`config.mk`:
```
export PLATFORM = sky130hd
export DESIGN_NAME = player_plot_scheduler
export DESIGN_NICKNAME = d
export VERILOG_FILES = /design/src/rtl/player_plot_scheduler.sv
export SDC_FILE = /design/constraint.sdc
export NUM_CORES = 1
export LEC_CHECK = 0
export BUFFER_PORTS_ARGS = -buffer_cell sky130_fd_sc_hd__buf_2
export CAP_MARGIN = 20
export CORE_MARGIN = 5
export CORE_UTILIZATION = 50
export DETAILED_ROUTE_END_ITERATION = 12
export PLACE_DENSITY = 0.82
export SYNTH_ARGS = -nofsm -noshare
export SYNTH_HDL_FRONTEND = slang
export SYNTH_SLANG_ARGS = --single-unit
```
`constraint.sdc`:
```
create_clock -name CLOCK_50 -period 4.78 [get_ports CLOCK_50]
set_input_delay 0.717 -clock CLOCK_50 [delete_from_list [all_inputs] [get_ports CLOCK_50]]
set_output_delay 0.717 -clock CLOCK_50 [all_outputs]
set_load 0.01 [all_outputs]
```
`src/rtl/player_plot_scheduler.sv`:
```
// Snapshots player positions on each tick and streams one plot request per live, on-screen
// player to the VGA adapter; also runs a full-screen clear sweep.
module player_plot_scheduler #(
  parameter int unsigned NUM_PLAYERS = 4,
  parameter int unsigned X_W = 8,
  parameter int unsigned Y_W = 7,
  parameter int unsigned COL_W = 3,
  parameter int unsigned X_MAX = 159,
  parameter int unsigned Y_MAX = 119,
  parameter logic [NUM_PLAYERS*COL_W-1:0] PLAYER_COLOURS = {3'b110, 3'b100, 3'b010, 3'b001},
  parameter logic [COL_W-1:0] CLEAR_COLOUR = 3'b000
) (
  input  logic                             CLOCK_50,
  input  logic                             reset,
  input  logic [NUM_PLAYERS*(X_W+Y_W)-1:0] pos,
  input  logic [NUM_PLAYERS-1:0]           alive,
  input  logic                             tick,
  input  logic                             clear_req,
  input  logic                             plot_ready,
  output logic [X_W-1:0]                   x,
  output logic [Y_W-1:0]                   y,
  output logic [COL_W-1:0]                 colour,
  output logic                             plot,
  output logic                             busy,
  output logic                             done,
  output logic                             overrun
);
  localparam int unsigned XY_W = X_W + Y_W;
  localparam int unsigned IDX_W = (NUM_PLAYERS > 1) ? $clog2(NUM_PLAYERS) : 1;
  localparam logic [IDX_W-1:0] LAST_IDX = IDX_W'(NUM_PLAYERS - 1);
  localparam logic [X_W-1:0] X_LAST = X_W'(X_MAX);
  localparam logic [Y_W-1:0] Y_LAST = Y_W'(Y_MAX);

  typedef enum logic [1:0] {IDLE = 2'd0, SCAN = 2'd1, CLEAR = 2'd2, FINISH = 2'd3} state_t;

  state_t                          state_q, state_d;
  logic [IDX_W-1:0]                idx_q, idx_d;
  logic [NUM_PLAYERS*XY_W-1:0]     snap_pos_q, snap_pos_d;
  logic [NUM_PLAYERS-1:0]          snap_alive_q, snap_alive_d;
  logic [X_W-1:0]                  x_q, x_d;
  logic [Y_W-1:0]                  y_q, y_d;
  logic [COL_W-1:0]                colour_q, colour_d;
  logic                            plot_q, plot_d;
  logic                            busy_q, busy_d;
  logic                            done_q, done_d;
  logic                            overrun_q, overrun_d;

  logic                            load_s;
  logic [IDX_W-1:0]                cand_idx_s;
  logic [NUM_PLAYERS*XY_W-1:0]     cand_pos_s;
  logic [NUM_PLAYERS-1:0]          cand_alive_s;
  logic [XY_W-1:0]                 cand_xy_s;

  // Next-state and next-output computation for the sequencer
  always_comb begin
    state_d      = state_q;
    idx_d        = idx_q;
    snap_pos_d   = snap_pos_q;
    snap_alive_d = snap_alive_q;
    x_d          = x_q;
    y_d          = y_q;
    colour_d     = colour_q;
    plot_d       = plot_q;
    load_s       = 1'b0;
    cand_idx_s   = idx_q;
    cand_pos_s   = snap_pos_q;
    cand_alive_s = snap_alive_q;
    cand_xy_s    = '0;

    case (state_q)
      IDLE: begin
        plot_d = 1'b0;
        if (clear_req) begin
          state_d  = CLEAR;
          x_d      = '0;
          y_d      = '0;
          colour_d = CLEAR_COLOUR;
          plot_d   = 1'b1;
        end else if (tick) begin
          // Evaluate player 0 straight from the inputs being captured this edge
          state_d      = SCAN;
          idx_d        = '0;
          snap_pos_d   = pos;
          snap_alive_d = alive;
          load_s       = 1'b1;
          cand_idx_s   = '0;
          cand_pos_s   = pos;
          cand_alive_s = alive;
        end else begin
          state_d = IDLE;
        end
      end
      SCAN: begin
        if (!plot_q || plot_ready) begin
          if (idx_q == LAST_IDX) begin
            state_d = FINISH;
            plot_d  = 1'b0;
          end else begin
            idx_d      = idx_q + {{(IDX_W-1){1'b0}}, 1'b1};
            load_s     = 1'b1;
            cand_idx_s = idx_q + {{(IDX_W-1){1'b0}}, 1'b1};
          end
        end else begin
          state_d = SCAN;
        end
      end
      CLEAR: begin
        if (plot_ready) begin
          if ((x_q == X_LAST) && (y_q == Y_LAST)) begin
            state_d = FINISH;
            plot_d  = 1'b0;
          end else if (x_q == X_LAST) begin
            x_d = '0;
            y_d = y_q + {{(Y_W-1){1'b0}}, 1'b1};
          end else begin
            x_d = x_q + {{(X_W-1){1'b0}}, 1'b1};
          end
        end else begin
          state_d = CLEAR;
        end
      end
      FINISH: begin
        state_d = IDLE;
        plot_d  = 1'b0;
      end
      default: begin
        state_d = IDLE;
        plot_d  = 1'b0;
      end
    endcase

    if (load_s) begin
      cand_xy_s = cand_pos_s[int'(cand_idx_s)*XY_W +: XY_W];
      if (cand_alive_s[cand_idx_s] && (cand_xy_s[XY_W-1 -: X_W] <= X_LAST) &&
          (cand_xy_s[Y_W-1:0] <= Y_LAST)) begin
        x_d      = cand_xy_s[XY_W-1 -: X_W];
        y_d      = cand_xy_s[Y_W-1:0];
        colour_d = PLAYER_COLOURS[int'(cand_idx_s)*COL_W +: COL_W];
        plot_d   = 1'b1;
      end else begin
        plot_d = 1'b0;
      end
    end else begin
      cand_xy_s = '0;
    end

    if ((tick || clear_req) && (state_q != IDLE)) begin
      overrun_d = 1'b1;
    end else begin
      overrun_d = 1'b0;
    end
    busy_d = (state_d != IDLE);
    done_d = (state_d == FINISH);
  end

  // State, snapshot and registered outputs
  always_ff @(posedge CLOCK_50) begin
    if (reset) begin
      state_q      <= IDLE;
      idx_q        <= '0;
      snap_pos_q   <= '0;
      snap_alive_q <= '0;
      x_q          <= '0;
      y_q          <= '0;
      colour_q     <= '0;
      plot_q       <= 1'b0;
      busy_q       <= 1'b0;
      done_q       <= 1'b0;
      overrun_q    <= 1'b0;
    end else begin
      state_q      <= state_d;
      idx_q        <= idx_d;
      snap_pos_q   <= snap_pos_d;
      snap_alive_q <= snap_alive_d;
      x_q          <= x_d;
      y_q          <= y_d;
      colour_q     <= colour_d;
      plot_q       <= plot_d;
      busy_q       <= busy_d;
      done_q       <= done_d;
      overrun_q    <= overrun_d;
    end
  end

  assign x       = x_q;
  assign y       = y_q;
  assign colour  = colour_q;
  assign plot    = plot_q;
  assign busy    = busy_q;
  assign done    = done_q;
  assign overrun = overrun_q;
endmodule
```
==> flow_metrics.tcl <==
set metrics [dict create \
    grt_pass1_vias 4414 \
    grt_max_degree 64 \
    fmax_mhz 285 \
    ir_drop_uv 196 \
    syn2layout_area_growth_pct 12.8 \
    gp_congestion 0.947 \
    drv_slew 0 \
    gr-total-overflow 0 \
    root_buffer "clkbuf_8" \
    synth_edf_count 0 \
    cts_resized 0 \
    die_y_microns 108 \
    stdcell_area_sq_mm 0.00544 \
    avgRoutedWirePerCell_microns 16.0 \
    fillers 849 \
    crit_type "reg2reg" \
    first_pass_iters 5 \
    synthXorXnorAreaFrac 0.00182 \
    rsz0062_at_grt "false" \
    hold_violations 0 \
    ys_warn_count 0 \
    regArea_sq_mm 0.00180 \
    synth_cell_types 60 \
    hp-class "reg2reg" \
    synth_seq_area_share 0.374 \
    critPathMaxFanout 20 \
    max-clock-path-buffers 2 \
    finalCritPeriodShare 0.734 \
    post_cts_buffers 0 \
    ys.flop_type "dfxtp_1" \
    cts_tree "done" \
    worstPathRequired_ns 5.02 \
    cts_buffers 9 \
    finalSetupViolCount 0 \
    status "complete, no violations" \
    dpl_cell_area_sq_mm 0.00523 \
    holdWs_ns 0.455 \
    wl_microns 13200 \
    worst_slew_pin_slew_ns 0.813 \
    fin_setup_tns_ns 0 \
    synth_compound_area_frac 0.209 \
    cts_hold_buf 0 \
    clkSlewWorstSetupHoldPaths_ns 0.08 \
    power_density_mw_per_mm2 292 \
    fp.dieW_microns 108 \
    ys_seq_elements 90 \
    avgSynthCellArea_sq_um 7.61 \
    dpl.hpwl_microns 9590 \
    power.leakage_uw 0.00221 \
    num_io_pins 91 \
    h-tree-depth 3 \
    post-route-min-period_ns 3.51 \
    synth_top_family_by_area "simple AND/OR/NAND/NOR gates" \
    power_uw 1590 \
    clock_sinks 90 \
    diodes 0 \
    start_kind "flop" \
    core.rowCount 35 \
    io_buffers 90 \
    yosys.area_share.simple 0.284 \
    synth-async-reset-ratio 0 \
    grt_pass1_wl_microns 21600 \
    drt_iter0_drc 333 \
    arrival_ns 3.75 \
    netlist_area_sq_mm 0.00482 \
    clk_latency_ns 0.35 \
    netlist_instances 634 \
    worstSetupEndpointType "flop" \
    vias 4790 \
    muxShareOfSynthArea 0.0708 \
    viasPerCell 5.80 \
    final_nets 763 \
    synth_fa_ha_area_frac 0.00519 \
    layout-drive-gt1-share 0.192 \
    dieArea_sq_mm 0.0117 \
    drc_errors 0 \
    slew_headroom 0.456 \
    core_area_sq_mm 0.00933 \
    initial_core_util 0.517 \
    track_usage 0.228 \
    antenna_found_initial 0 \
    skew_ns 0.0119 \
    syn_nets 705 \
    drv_cap 0 \
    antenna_left 0 \
    multi_input_area_sq_mm 0.00275 \
]
layout make-up:
class                   count  share of cell area
repair buffers             96              0.0911
clock buffers              13              0.0292
well taps                 129              0.0297
clock inverters             3             0.00851
inverters                   6             0.00414
flip-flops and latches     90               0.331
multi-input cells         489               0.506
worst paths after layout:
check	slack [ns]	to	cells past startpoint	from
worst max-delay path	1.27	x[4]	7	idx_q[0]
worst min-delay path	0.45	snap_pos_q[45]	2	snap_pos_q[45]
worst max register to register	1.27	x[4]	7	idx_q[0]
worst min register to register	0.45	snap_pos_q[45]	2	snap_pos_q[45]
sequential cells by signal (all words and copies together) (netlist names):
name / count
done: 1
colour: 3
x: 8
busy: 1
snap_pos_q: 60
plot: 1
overrun: 1
idx_q: 2
y: 7
snap_alive_q: 4
state_q: 2
cell families after synthesis:
| family | count (synthesis) |
|---|---|
| compound gates | 155 |
| xor+xnor | 1 |
| fa+ha+maj | 2 |
| buf+inv | 55 |
| flops | 90 |
| mux | 30 |
| simple gates | 301 |
worst max-delay path: stages, from the launching register on:
cell	delay, ns
dfxtp_1	0.65
inv_1	0.28
nor4_4	0.71
or3_4	0.38
a211oi_1	0.11
a21oi_1	0.41
o211ai_2	0.43
mux2_4	0.42
cell usage in the layout, fill, tap and decap left out, types with 3 or more instances in the layout:
cell / Yosys / final
mux2_4: 8 / 8
clkbuf_8: 0 / 11
a21oi_1: 75 / 75
o211ai_1: 5 / 5
a41oi_1: 7 / 7
buf_2: 7 / 90
dfxtp_1: 90 / 90
a31oi_1: 14 / 14
a22oi_1: 3 / 3
and2_1: 6 / 6
nor2b_1: 6 / 6
nand2b_1: 3 / 3
inv_1: 6 / 6
nor2_1: 38 / 38
nand3_1: 30 / 30
nand2_1: 177 / 177
o211a_1: 4 / 4
o311ai_0: 5 / 5
mux2i_1: 21 / 21
nor3_1: 5 / 5
buf_4: 2 / 6
o21ai_0: 16 / 16
o2111ai_1: 3 / 3
nand4_1: 5 / 5
nor4_1: 15 / 15
stage by stage:
stage	setup slack (ns)	instances	util
finish	1.27	826	0.583
global route	1.05	826	0.583
floorplan	1.98	634	-
detailed placement	1.01	810	0.561
CTS	1.34	826	0.583
global placement	1.09	810	0.561
power by group:
group | internal (uW) | leakage (uW) | total (uW) | switching (uW)
registers | 782 | 0.000732 | 810 | 28.2
clock network | 273 | 0.000100 | 534 | 261
logic | 90.3 | 0.00138 | 245 | 155
layer usage:
layer  part of all wire  global-route usage  vias up  wire length (microns)
met3              0.058              0.0394       23                    771
li1                   -                   -     2342                      -
met4              0.024              0.0784        0                    320
met2               0.45               0.349      157                   5970
met1               0.46               0.324     2268                   6130
met5                  0                   0        -                      0
synth_stat cells, drive strengths merged, types with 2 or more instances:
library cell / number / area, sq um
nand2: 177 / 664
dfxtp: 90 / 1800
a21oi: 77 / 408
nor2: 38 / 143
nand3: 30 / 150
clkbuf: 25 / 93.8
buf: 24 / 151
mux2i: 21 / 210
nor4: 16 / 115
o21ai: 16 / 80.1
a31oi: 14 / 87.6
mux2: 9 / 131
a41oi: 7 / 61.3
nor2b: 7 / 51.3
and2: 6 / 37.5
inv: 6 / 22.5
nor3: 6 / 35.0
o211ai: 6 / 50.1
o311ai: 6 / 52.6
nand4: 5 / 31.3
a22oi: 4 / 35.0
o211a: 4 / 40.0
a32oi: 3 / 33.8
nand2b: 3 / 18.8
o2111ai: 3 / 26.3
or3: 3 / 23.8
a211o: 2 / 17.5
a21boi: 2 / 15.0
a21o: 2 / 15.0
a311oi: 2 / 17.5
and3: 2 / 12.5
ha: 2 / 25.0
o32ai: 2 / 32.5
No activity file was read; power rests on OpenSTA's default activity.
